`src/rtl/pipe_hazard_unit.sv`:
```
// Hazard, forwarding and stall controller for the 5-stage MIPS pipeline.
// Define DEBUG_STEP_EN to add the debug_en/debug_step single-step hold.
module pipe_hazard_unit #(
    parameter int ADDR_W     = 5,
    parameter int NUM_SRC    = 2,
    parameter int LAT_W      = 4,
    parameter int CNT_W      = 16,
    parameter int DELAY_SLOT = 1
) (
    input  logic                      clk,
    input  logic                      rst,
    input  logic [NUM_SRC*ADDR_W-1:0] id_src_addr,
    input  logic [NUM_SRC-1:0]        id_src_used,
    input  logic                      id_is_store,
    input  logic                      id_mc_start,
    input  logic [LAT_W-1:0]          id_mc_lat,
    input  logic                      branch_taken,
    input  logic                      exe_wen,
    input  logic                      exe_is_load,
    input  logic [ADDR_W-1:0]         exe_waddr,
    input  logic                      mem_wen,
    input  logic                      mem_is_load,
    input  logic                      mem_is_store,
    input  logic [ADDR_W-1:0]         mem_waddr,
    input  logic [ADDR_W-1:0]         mem_rt_addr,
    input  logic                      wb_wen,
    input  logic [ADDR_W-1:0]         wb_waddr,
`ifdef DEBUG_STEP_EN
    input  logic                      debug_en,
    input  logic                      debug_step,
`endif
    output logic [2*NUM_SRC-1:0]      fwd_sel,
    output logic                      fwd_mem,
    output logic                      if_en,
    output logic                      id_en,
    output logic                      exe_en,
    output logic                      mem_en,
    output logic                      wb_en,
    output logic                      if_rst,
    output logic                      id_rst,
    output logic                      exe_rst,
    output logic                      mem_rst,
    output logic                      wb_rst,
    output logic                      mc_busy,
    output logic [CNT_W-1:0]          stall_cnt
);

    typedef enum logic [0:0] {
        ST_IDLE = 1'b0,
        ST_BUSY = 1'b1
    } mc_state_t;

    localparam logic FLUSH_EN = (DELAY_SLOT == 32'sd0);

    mc_state_t              state_r;
    logic [LAT_W-1:0]       mc_cnt_r;
    logic                   mc_busy_r;
    logic [CNT_W-1:0]       stall_cnt_r;
    logic [2*NUM_SRC-1:0]   fwd_sel_s;
    logic                   fwd_mem_s;
    logic                   load_stall_s;
    logic                   hold_s;
    logic                   busy_s;
    logic                   mc_go_s;
    logic                   id_stall_s;

`ifdef DEBUG_STEP_EN
    logic debug_step_r;

    // Previous debug_step level, for single-step rising-edge detection
    always_ff @(posedge clk or posedge rst) begin
        if (rst) begin
            debug_step_r <= 1'b0;
        end else begin
            debug_step_r <= debug_step;
        end
    end

    assign hold_s = debug_en & ~(debug_step & ~debug_step_r);
`else
    assign hold_s = 1'b0;
`endif

    assign busy_s     = (state_r == ST_BUSY);
    assign mc_go_s    = ~hold_s & ~busy_s & ~load_stall_s & id_mc_start
                        & (id_mc_lat >= LAT_W'(2'd2));
    assign id_stall_s = ~hold_s & (busy_s | load_stall_s);
    assign fwd_mem_s  = mem_is_store & (mem_rt_addr != {ADDR_W{1'b0}}) & wb_wen
                        & (wb_waddr == mem_rt_addr);

    // Per-source operand match against EXE and MEM destinations; EXE wins
    always_comb begin
        fwd_sel_s    = {(2*NUM_SRC){1'b0}};
        load_stall_s = 1'b0;
        for (int i = 0; i < NUM_SRC; i++) begin
            if (id_src_used[i] && !id_is_store &&
                (id_src_addr[i*ADDR_W +: ADDR_W] != {ADDR_W{1'b0}})) begin
                if (exe_wen && (exe_waddr == id_src_addr[i*ADDR_W +: ADDR_W])) begin
                    if (exe_is_load) begin
                        load_stall_s = 1'b1;
                    end else begin
                        fwd_sel_s[2*i +: 2] = 2'd1;
                    end
                end else if (mem_wen && (mem_waddr == id_src_addr[i*ADDR_W +: ADDR_W])) begin
                    if (mem_is_load) begin
                        fwd_sel_s[2*i +: 2] = 2'd3;
                    end else begin
                        fwd_sel_s[2*i +: 2] = 2'd2;
                    end
                end else begin
                    fwd_sel_s[2*i +: 2] = 2'd0;
                end
            end else begin
                fwd_sel_s[2*i +: 2] = 2'd0;
            end
        end
    end

    // Stage enable/clear resolution in priority order
    always_comb begin
        if_en   = 1'b1;
        id_en   = 1'b1;
        exe_en  = 1'b1;
        mem_en  = 1'b1;
        wb_en   = 1'b1;
        if_rst  = 1'b0;
        id_rst  = 1'b0;
        exe_rst = 1'b0;
        mem_rst = 1'b0;
        wb_rst  = 1'b0;
        fwd_sel = fwd_sel_s;
        fwd_mem = fwd_mem_s;
        if (rst) begin
            if_rst  = 1'b1;
            id_rst  = 1'b1;
            exe_rst = 1'b1;
            mem_rst = 1'b1;
            wb_rst  = 1'b1;
            fwd_sel = {(2*NUM_SRC){1'b0}};
            fwd_mem = 1'b0;
        end else if (hold_s) begin
            if_en  = 1'b0;
            id_en  = 1'b0;
            exe_en = 1'b0;
            mem_en = 1'b0;
            wb_en  = 1'b0;
        end else if (busy_s) begin
            if_en   = 1'b0;
            id_en   = 1'b0;
            exe_en  = 1'b0;
            mem_rst = 1'b1;
        end else if (load_stall_s) begin
            if_en   = 1'b0;
            id_en   = 1'b0;
            exe_rst = 1'b1;
        end else if (FLUSH_EN && branch_taken) begin
            id_rst = 1'b1;
        end else begin
            id_rst = 1'b0;
        end
    end

    // Multi-cycle occupancy FSM; counter holds remaining EXE cycles after the first
    always_ff @(posedge clk or posedge rst) begin
        if (rst) begin
            state_r   <= ST_IDLE;
            mc_cnt_r  <= {LAT_W{1'b0}};
            mc_busy_r <= 1'b0;
        end else if (hold_s) begin
            state_r   <= state_r;
            mc_cnt_r  <= mc_cnt_r;
            mc_busy_r <= mc_busy_r;
        end else begin
            case (state_r)
                ST_IDLE: begin
                    if (mc_go_s) begin
                        state_r   <= ST_BUSY;
                        mc_cnt_r  <= id_mc_lat - LAT_W'(1'b1);
                        mc_busy_r <= 1'b1;
                    end else begin
                        state_r   <= ST_IDLE;
                        mc_cnt_r  <= {LAT_W{1'b0}};
                        mc_busy_r <= 1'b0;
                    end
                end
                ST_BUSY: begin
                    if (mc_cnt_r <= LAT_W'(1'b1)) begin
                        state_r   <= ST_IDLE;
                        mc_cnt_r  <= {LAT_W{1'b0}};
                        mc_busy_r <= 1'b0;
                    end else begin
                        state_r   <= ST_BUSY;
                        mc_cnt_r  <= mc_cnt_r - LAT_W'(1'b1);
                        mc_busy_r <= 1'b1;
                    end
                end
                default: begin
                    state_r   <= ST_IDLE;
                    mc_cnt_r  <= {LAT_W{1'b0}};
                    mc_busy_r <= 1'b0;
                end
            endcase
        end
    end

    // Saturating count of ID stall cycles; frozen while the debugger holds
    always_ff @(posedge clk or posedge rst) begin
        if (rst) begin
            stall_cnt_r <= {CNT_W{1'b0}};
        end else if (id_stall_s && (stall_cnt_r != {CNT_W{1'b1}})) begin
            stall_cnt_r <= stall_cnt_r + CNT_W'(1'b1);
        end else begin
            stall_cnt_r <= stall_cnt_r;
        end
    end

    assign mc_busy   = mc_busy_r & ~rst;
    assign stall_cnt = stall_cnt_r;

endmodule

```
`config.mk`:
```
export PLATFORM = sky130hd
export DESIGN_NAME = pipe_hazard_unit
export DESIGN_NICKNAME = d
export VERILOG_FILES = /design/src/rtl/pipe_hazard_unit.sv
export SDC_FILE = /design/constraint.sdc
export NUM_CORES = 1
export LEC_CHECK = 0
export BUFFER_PORTS_ARGS = -buffer_cell sky130_fd_sc_hd__buf_2
export CAP_MARGIN = 30
export CORE_MARGIN = 5
export CORE_UTILIZATION = 40
export CTS_CLUSTER_DIAMETER = 40
export DETAILED_ROUTE_END_ITERATION = 8
export PLACE_DENSITY = 0.72
export SYNTH_ARGS = -nofsm -noshare
export SYNTH_HDL_FRONTEND = slang
export SYNTH_SLANG_ARGS = --single-unit
```
`constraint.sdc`:
```
create_clock -name clk -period 3.79 [get_ports clk]
set_clock_uncertainty 0.2 [all_clocks]
set_input_delay 0.758 -clock clk [delete_from_list [all_inputs] [get_ports clk]]
set_output_delay 0.758 -clock clk [all_outputs]
set_load 0.01 [all_outputs]
```
==> metrics, run 1 <==
IO Pins 79; maximum vdd drop 0.000373 V; post-cts gate resize count 0; Post-CTS Repair Setup Buffers 0; vias in the first global route 1381; DP Area 1960 um^2; die area 5260 um^2; critical path data arrival time 2.19 ns; fin cells 292; Syn Inst Count 170; Req. time, crit path 2.83 ns; setup violators final 0; GPL Wtd Cong 0.925; setup TNS 0 ns; Crit Path Class input pin to primary output; clock buffer depth 2; Inserted Clock Buffers 3; Hold Fails Final Rpt 0; reg2reg start stall_cnt[0]; max cap viols 0; Post-DRT Antenna Nets 0; GRT Residual Overflow 0; Slew HR 60.2%; NumNets Final 297; Clk pin slew, worst setup/hold paths 0.08 ns; port bufs 75; area growth from synthesis to layout 28.2%; pwr/cell area 448 nW/um^2; Seq. cell area 526 um^2; Pre-antenna DRT Iters 4; area of the multi-input gates 952 um^2; Yosys reg bits 21; worst hold endpoint stall_cnt[7]; Setup crit start kind input pin; Hold Path Depth 1; Post-DP HPWL 3130 um; hold-fix buffer count after cts 0; ys async rst share 100%; EDFF count, synth 0; crit end category primary output; post-synthesis sequential area ratio 33.6%; Least-Margin Pin Slew 0.592 ns; initial antenna violation count 0; RSZ-0062 raised after global routing no; largest net degree at the start of global routing 24; Min-Delay Path Class flip-flop to flip-flop; fmax 0.318 GHz; reg2reg setup slack 1.69 ns; DRT iter0 DRCs 53; hold path startpoint stall_cnt[7]; post-synthesis instance area 1560 um^2; outcome completed; LEAKAGE 1.04 nW; H-tree levels 1; fin. max-slew vios 0; Die W 72.5 um; clock sinks 21; share of layout cells above drive strength 1 36.9%; Synth Flop Type dfrtp_1; number of fillers in the final layout 367; gr usage total 14.3%; wire length per cell 12.9 um; Die H 72.5 um; final wirelength 3760 um; placed insts 288; DRC viols 0; row count 22; core region area 3720 um^2; Initial Util 42.1%; clock root buffer clkbuf_8; Worst Path Max Fanout 3; Unique masters post-synth 32; Hold WS 0.299 ns; r2r endpoint stall_cnt[1]; later-pin clock latency in the skew report 0.26 ns; vias after detailed routing 1477; FF-to-FF path depth 7; Final Cell Area 2000 um^2; fin crit share 83.1%; ANT cells 0; CTS tree yes; Vias/cell 5.06; first-pass GRT wire length 6050 um; Tmin final 3.15 ns; Mapped Avg Cell Area 9.20 um^2; Synth warnings 0
[cell type report]
type	count	area share, %
clock buffers	3	2.06
clock inverters	1	0.250
inverters	8	1.50
multi-input cells	134	47.5
flip-flops and latches	21	26.2
well taps	48	3.00
repair buffers	77	19.5
[through the flow]
| stage | utilization (%) | worst slack [ns] | power, mW |
|---|---|---|---|
| CTS | 53.9 | 0.615 | 0.909 |
| floorplan | - | 0.418 | 0.621 |
| global placement | 52.7 | 0.619 | 0.746 |
| finish | 53.9 | 0.642 | 0.898 |
| global route | 53.9 | 0.539 | 0.968 |
| detailed placement | 52.7 | 0.613 | 0.761 |
[layout by cell type, fill, tap and decap left out, types with 4 or more instances in the layout]
| master | synthesis | final |
|---|---|---|
| xor2_1 | 30 | 30 |
| xnor2_1 | 12 | 12 |
| nor2_1 | 10 | 10 |
| inv_1 | 8 | 8 |
| o22ai_1 | 4 | 4 |
| nor3_1 | 14 | 14 |
| buf_2 | 0 | 75 |
| and3_1 | 5 | 5 |
| ha_1 | 5 | 5 |
| nor4_1 | 8 | 8 |
| nand2_1 | 7 | 7 |
| nand3_1 | 10 | 10 |
| dfrtp_1 | 21 | 21 |
[worst max-delay path, cell delays in order]
cell	delay, ns
buf_2	0.12
or4_1	0.53
nor2_1	0.14
nor4b_1	0.09
a221oi_2	0.27
or2_2	0.16
buf_2	0.12
[synthesized netlist by cell type (2+ instances only)]
library cell	count	share of area, %
nor4_1	8	3.2
ha_1	5	4.0
dfrtp_1	21	34
nand3_1	10	3.2
nor4b_1	3	1.7
nor3_1	14	4.5
nor2_1	10	2.4
or4_1	3	1.4
xnor2_1	12	6.7
or4b_2	2	1.3
and3_1	5	2.0
inv_1	8	1.9
o22ai_1	4	1.6
or2_2	2	0.80
mux2_2	2	1.4
xor2_1	30	17
nand4_1	3	1.2
nand2_1	7	1.7
a21oi_1	2	0.64
o31ai_1	2	0.96
buf_4	6	2.9
[metal layers]
metal | vias to the layer above | GRT usage (%) | share of wire (%)
met4 | 0 | 4.30 | 1.7
met5 | - | 0 | 0
li1 | 739 | - | -
met1 | 679 | 19.3 | 45
met3 | 7 | 3.60 | 9.4
met2 | 52 | 22.3 | 44
[flip-flops by register name, summed over array words and instances, names as in the netlist]
name / cells
stall_cnt: 16
mc_cnt_r: 4
mc_busy_r: 1
[cell families (layout without fill, tap and decap cells)]
kind of cell	count (synthesis)	in the layout	share of synthesized area (%)
buffers and inverters	16	89	5.76
AO/OA/AOI/OAI	12	12	5.52
other	1	2	0.240
adder cells (fa/ha/maj)	5	5	4.00
flip-flops	21	21	33.6
XOR/XNOR	42	42	23.5
AND/OR/NAND/NOR	71	71	25.9
multiplexers	2	2	1.44
[worst max-delay path by stage]
stage / from / endpoint / slack, ns / depth (start not counted)
after floorplan: id_src_addr[6] / if_en / 0.42 / 7
after global placement: id_src_addr[1] / if_en / 0.62 / 7
after detailed placement: id_src_addr[6] / id_en / 0.61 / 7
after CTS: id_src_addr[6] / id_en / 0.62 / 7
after global routing: id_src_addr[6] / id_en / 0.54 / 7
final: id_src_addr[1] / id_en / 0.64 / 7
[where the power goes]
group / switching (mW) / internal [mW]
Combinational: 0.207 / 0.181
Sequential: 0.0763 / 0.288
Clock: 0.0729 / 0.0733
Power figures use the tool's default switching activity.
==> run 2: changes to the inputs <==
--- a/config.mk
+++ b/config.mk
@@ -5,13 +5,14 @@
 export SDC_FILE = /design/constraint.sdc
 export NUM_CORES = 1
 export LEC_CHECK = 0
+export ABC_AREA = 1
 export BUFFER_PORTS_ARGS = -buffer_cell sky130_fd_sc_hd__buf_2
 export CAP_MARGIN = 30
 export CORE_MARGIN = 5
 export CORE_UTILIZATION = 40
 export CTS_CLUSTER_DIAMETER = 40
 export DETAILED_ROUTE_END_ITERATION = 8
-export PLACE_DENSITY = 0.72
+export PLACE_DENSITY = 0.71
 export SYNTH_ARGS = -nofsm -noshare
 export SYNTH_HDL_FRONTEND = slang
 export SYNTH_SLANG_ARGS = --single-unit
==> constraint.sdc (replaced) <==
create_clock -name clk -period 2.6 [get_ports clk]
set_clock_uncertainty 0.2 [all_clocks]
set_input_delay 0.52 -clock clk [delete_from_list [all_inputs] [get_ports clk]]
set_output_delay 0.52 -clock clk [all_outputs]
set_load 0.01 [all_outputs]
==> metrics, run 2 <==
outcome completed; RSZ-0062 raised after global routing no; fin cells 447 (+53%); NumNets Final 433 (+46%); Final Core Density 50.8% (-3.2 points); Synth Flop Type dfrtp_1; Synth warnings 0 (unchanged); IO Pins 79 (unchanged); largest family of logic cells by synthesized area simple AND/OR/NAND/NOR gates; fin crit share 91.9%; slowest CP cell nor4_1; maximum vdd drop 0.000240 V (-36%); Clk pin slew, worst setup/hold paths 0.08 ns (about the same); GPL Wtd Cong 0.837 (-9.5%); setup slack after layout 0.212 ns (-0.431 ns); pwr/cell area 563 nW/um^2 (+26%); post-cts gate resize count 0 (unchanged); Final Cell Area 2400 um^2 (+20%); Vias/cell 4.63 (-8.5%); Post-DRT Antenna Nets 0 (unchanged); Setup crit start kind input pin; commonest non-fill, non-tap cell in the layout nand2_1; H-tree levels 1 (unchanged); GRT Residual Overflow 0 (unchanged); clock sinks 21 (unchanged); pre-CTS worst setup slack 0.224 ns (-0.389 ns); largest net degree at the start of global routing 19 (-21%); Synth top cells by count 92 x nand2_1, 43 x inv_1, 37 x nor2_1; LEAKAGE 1.39 nW (+34%); r2r endpoint stall_cnt[6]; Hold Fails Final Rpt 0 (unchanged); Initial Util 41.3% (-0.79 points); final wirelength 4850 um (+29%); Post-DP HPWL 4000 um (+28%); Least-Margin Pin Slew 0.532 ns (-0.0601 ns); ys async rst share 100% (unchanged); reg2reg start stall_cnt[1]; crit-path max cell delay 0.50 ns (-0.03 ns); Power Total 1.35 mW (+50%); most frequent cells in the layout 92 x nand2_1, 75 x buf_2, 43 x inv_1, 37 x nor2_1, 34 x nand3_1; Tmin final 2.39 ns; fin. max-slew vios 0 (unchanged); leading area contributor after synthesis dfrtp_1; Pre-antenna DRT Iters 4 (unchanged); Post-CTS Repair Setup Buffers 0 (unchanged); Crit Path Class input pin to primary output; simple-gate share of the synthesized area 41.6% (+16 points); crit end category primary output; max cap viols 0 (unchanged); CTS tree yes; share of layout cells above drive strength 1 22.9% (-14 points); CP bufs+invs 3 (+1); Compound-Gate Fraction of Synth Area 6.03% (+0.51 points); post-synthesis adder-cell area fraction 3.21% (-0.79 points); clock buffer depth 2 (unchanged); initial antenna violation count 0 (unchanged); DRC viols 0 (unchanged); Mapped Avg Cell Area 6.37 um^2 (-31%); Unique masters post-synth 28 (-13%); EDFF count, synth 0 (unchanged); DRT iter0 DRCs 109 (+110%); FF-to-FF path depth 7 (unchanged); later-pin clock latency in the skew report 0.27 ns (about the same); number of fillers in the final layout 491 (+34%); die area 6370 um^2 (+21%); ANT cells 0 (unchanged); Yosys reg bits 21 (unchanged); Die W 79.8 um (+10%); Req. time, crit path 1.88 ns (-0.95 ns); Worst Path Max Fanout 3 (unchanged); Seq. cell area 526 um^2 (unchanged); setup violators final 0 (unchanged); gr usage total 15.9% (+1.6 points); Min-Delay Path Class input pin to asynchronous set/reset pin; dominant cells by area after synthesis dfrtp_1 27%, nand2_1 18%, nand3_1 8.7%; Syn Inst Count 306 (+80%); CP Cell Sequence buf_2, inv_1, nand2_1, o21ai_0, nor4_1, nor2_1, nor2_1, buf_2; post-synthesis xor/xnor area fraction 9.43% (-14 points); vias after detailed routing 2069 (+40%); Slew HR 64.2% (+4.0 points); placed insts 443 (+54%); Synth top area share 26.9% (-6.7 points); first-pass GRT wire length 8470 um (+40%); critical path data arrival time 1.67 ns (-0.52 ns); wire length per cell 10.9 um (-16%); post-synthesis instance area 1950 um^2 (+25%); most common cell in the netlist nand2_1; reg2reg setup slack 0.48 ns (-1.21 ns); area growth from synthesis to layout 22.9%; area of the multi-input gates 1180 um^2 (+24%); post-synthesis sequential area ratio 26.9% (-6.7 points); mux share of post-synthesis cell area 0% (-1.4 points); Top delay family on crit path simple AND/OR/NAND/NOR gates; vias in the first global route 2044 (+48%); Hold WS 0.115 ns (-0.183 ns); Inserted Clock Buffers 3 (unchanged); hold-fix buffer count after cts 0 (unchanged); setup TNS 0 ns (unchanged); Largest register FFs 16 (unchanged); row count 25 (+14%); port bufs 75 (unchanged); DP Area 2350 um^2 (+20%); clock root buffer clkbuf_8; fmax 0.419 GHz; Die H 79.8 um (+10%); core region area 4720 um^2 (+27%)
## run 2: changes by cell type after synthesis, sizes merged, moves of 4 or more
cell / previous run / this run
a21oi: 2 / 6
and3: 5 / 1
inv: 8 / 43
nand2: 7 / 93
nand3: 11 / 35
nor2: 11 / 37
nor3: 14 / 5
nor4: 8 / 4
o21ai: 1 / 8
xor2: 30 / 12
## run 2: worst max-delay path by stage
stage / start / slack, ns / endpoint / cells after the start
after floorplan: rst / 0.11 / fwd_mem / 5
after global placement: id_src_addr[8] / 0.25 / fwd_sel[3] / 6
after detailed placement: exe_waddr[1] / 0.22 / fwd_sel[2] / 8
after CTS: exe_waddr[1] / 0.21 / fwd_sel[2] / 8
after global routing: id_src_addr[9] / 0.04 / fwd_sel[2] / 10
final: exe_waddr[1] / 0.21 / fwd_sel[2] / 8
## run 2: per-layer routing
layer | up-vias | global-route usage [%] | routed length, um | share of wire (%)
li1 | 1104 | - | - | -
met1 | 893 | 20.6 | 2180 | 45
met2 | 65 | 27.6 | 2340 | 48
met3 | 7 | 2.37 | 280 | 5.8
met4 | 0 | 3.55 | 51 | 1.1
met5 | - | 0 | 0 | 0
## run 2: power breakdown
part	internal, mW	total (mW)	switching, mW
combinational	0.251	0.629	0.378
clock	0.107	0.223	0.116
sequential	0.405	0.498	0.0930
total	0.763	1.35	0.587
## run 2: kinds of logic after synthesis
group                      count (synthesis)
AOI/OAI and AO/OA                         21
xor gates and xnor gates                  21
adders and majority gates                  5
buffers and inverters                     52
DFF                                       21
other                                      1
and+or+nand+nor                          185
## run 2: cell type report
type	instances	area share (%)
Timing Repair Buffer	78	16.6
Sequential cell	21	21.9
Clock inverter	1	0.209
Multi-Input combinational cell	234	49.3
Tap cell	67	3.50
Inverter	43	6.73
Clock buffer	3	1.72
## run 2: worst min-delay path, stage by stage
cell and delay, ns:
buf_2 0.14, inv_1 0.10, buf_4 0.16
==> run 3: changes to the inputs <==
--- a/config.mk
+++ b/config.mk
@@ -10,6 +10,7 @@
 export CAP_MARGIN = 30
 export CORE_MARGIN = 5
 export CORE_UTILIZATION = 40
+export CTS_BUF_LIST = sky130_fd_sc_hd__clkbuf_4
 export CTS_CLUSTER_DIAMETER = 40
 export DETAILED_ROUTE_END_ITERATION = 8
 export PLACE_DENSITY = 0.71
==> constraint.sdc (replaced) <==
create_clock -name clk -period 2.6 [get_ports clk]
set_clock_uncertainty 0.2 [all_clocks]
set_input_delay 0.13 -clock clk [delete_from_list [all_inputs] [get_ports clk]]
set_output_delay 0.13 -clock clk [all_outputs]
set_load 0.01 [all_outputs]
==> metrics, run 3 (synthesis gave the netlist of run 2 again) <==
RSZ-0062 raised after global routing no; maximum vdd drop 0.000287 V (+20%); slowest CP cell dfrtp_1; IO Pins 79 (unchanged); Initial Util 41.3% (unchanged); most frequent cells in the layout 92 x nand2_1, 75 x buf_2, 43 x inv_1, 37 x nor2_1, 34 x nand3_1; DRC viols 0 (unchanged); Min-Delay Path Class input pin to flip-flop; vias in the first global route 2021 (-1.1%); critical path data arrival time 2.14 ns (+0.47 ns); Pre-antenna DRT Iters 4 (unchanged); Seq. cell area 526 um^2 (unchanged); first-pass GRT wire length 8230 um (-2.9%); port bufs 75 (unchanged); Hold Fails Final Rpt 0 (unchanged); GR Layer Usage met1 18.7% (-1.8 points); initial antenna violation count 0 (unchanged); met2 usage 29.3% (+1.7 points); NumNets Final 435 (+0.46%); largest net degree at the start of global routing 25 (+6); die area 6370 um^2 (unchanged); row count 25 (unchanged); Die H 79.8 um (unchanged); Clk pin slew, worst setup/hold paths 0.13 ns (+0.05 ns); H-tree levels 1 (unchanged); Die W 79.8 um (unchanged); Post-DP HPWL 3900 um (-2.6%); pwr/cell area 530 nW/um^2 (-5.9%); fmax 0.478 GHz (+14%); max cap viols 0 (unchanged); vias after detailed routing 2122 (+2.6%); crit end category flip-flop; ANT cells 0 (unchanged); Crit Path Class flip-flop to flip-flop; Least-Margin Pin Slew 0.514 ns (-0.0177 ns); placed insts 441 (-0.45%); later-pin clock latency in the skew report 0.31 ns (+0.04 ns); fin cells 449 (+0.45%); crit-path max cell delay 0.44 ns (-0.06 ns); number of fillers in the final layout 495 (+0.81%); Req. time, crit path 2.65 ns (+0.77 ns); area growth from synthesis to layout 23.2%; Top delay family on crit path simple AND/OR/NAND/NOR gates; fin crit share 80.4% (-11 points); Slew HR 65.4% (+1.2 points); setup violators final 0 (unchanged); GPL Wtd Cong 0.849 (+1.5%); DRT iter0 DRCs 94 (-14%); clock buffer depth 2 (unchanged); setup TNS 0 ns (unchanged); fin. max-slew vios 0 (unchanged); CTS tree yes; clock sinks 21 (unchanged); M3 GR Usage 1.69% (-0.68 points); Crit path top cell by count nand2_1; outcome completed; Tmin final 2.09 ns (-0.298 ns); Largest register FFs 16 (unchanged); Post-DRT Antenna Nets 0 (unchanged); CP bufs+invs 0 (-3); core region area 4720 um^2 (unchanged); gr usage total 15.4% (-0.45 points); area of the multi-input gates 1180 um^2 (unchanged); GRT busiest layer met2; LEAKAGE 1.39 nW (about the same); wire length per cell 10.7 um (-1.6%); commonest non-fill, non-tap cell in the layout nand2_1; share of layout cells above drive strength 1 22.3% (-0.64 points); clock root buffer clkbuf_4; final wirelength 4790 um (-1.2%); CP Cell Sequence ha_1, nand3_1, or2_1, nand3b_4, nand2_4, nand2_1, nand2_1; Vias/cell 4.73 (+2.1%); Worst Path Max Fanout 16 (+13); Post-CTS Repair Setup Buffers 0 (unchanged); Setup crit start kind flip-flop; reg2reg setup slack 0.51 ns (+0.03 ns); GRT Residual Overflow 0 (unchanged); Inserted Clock Buffers 3 (unchanged); post-cts gate resize count 0 (unchanged)
## run 3: changes by cell type in the layout (fill, tap and decap cells not counted)
cell / delta
dlygate4sd3_1: +4
clkbuf_4: +3
clkbuf_8: -3
buf_4: -2
## run 3: where the power goes
group	internal [mW]	switching [mW]	total, mW
logic	0.243	0.371	0.614
registers	0.405	0.0913	0.496
clock network	0.0574	0.106	0.164
## run 3: worst reg2reg max path, delay by kind of cell, from the launching register on
| kind | cells | cell delay [ns] |
|---|---|---|
| adder cells (fa/ha/maj) | 1 | 0.28 |
| AND/OR/NAND/NOR | 6 | 1.13 |
| flip-flops | 1 | 0.44 |
## run 3: stage by stage
| stage | hold slack, ns | utilization, % | worst slack [ns] | instance area, um^2 | power [mW] |
|---|---|---|---|---|---|
| after floorplan | -0.0621 | - | 0.697 | 1950 | 0.955 |
| after global placement | 0.120 | 49.5 | 0.560 | 2340 | 1.11 |
| after detailed placement | 0.118 | 49.5 | 0.532 | 2340 | 1.12 |
| after CTS | 0.0327 | 50.9 | 0.501 | 2400 | 1.29 |
| after global routing | 0.0830 | 50.9 | 0.333 | 2400 | 1.41 |
| final | 0.0371 | 50.9 | 0.509 | 2400 | 1.27 |
## run 3: cell type report
class | count | share of cell area, %
Timing Repair Buffer | 80 | 17.6
Inverter | 43 | 6.72
Multi-Input combinational cell | 234 | 49.2
Tap cell | 67 | 3.49
Clock buffer | 3 | 0.937
Clock inverter | 1 | 0.208
Sequential cell | 21 | 21.9
## run 3: metal layers
| layer | vias to the layer above | wire length (um) |
|---|---|---|
| met5 | - | 0 |
| met4 | 0 | 30 |
| met3 | 4 | 220 |
| met2 | 48 | 2370 |
| met1 | 962 | 2170 |
| li1 | 1108 | - |
## run 3: what timing repair did
item | in CTS | in global routing
hold buffers | 4 | 0
endpoints found under the hold margin | 24 | 0
endpoints found under the setup margin | 0 | 0
## run 3: final timing paths
kind / from / to / cells past startpoint
min: id_mc_lat[1] / mc_cnt_r[3] / 6
max in group asynchronous: rst / stall_cnt[6] / 4
min reg2reg: stall_cnt[6] / stall_cnt[6] / 2
min in group asynchronous: rst / mc_cnt_r[3] / 4
max: stall_cnt[0] / stall_cnt[6] / 7
max reg2reg: stall_cnt[0] / stall_cnt[6] / 7
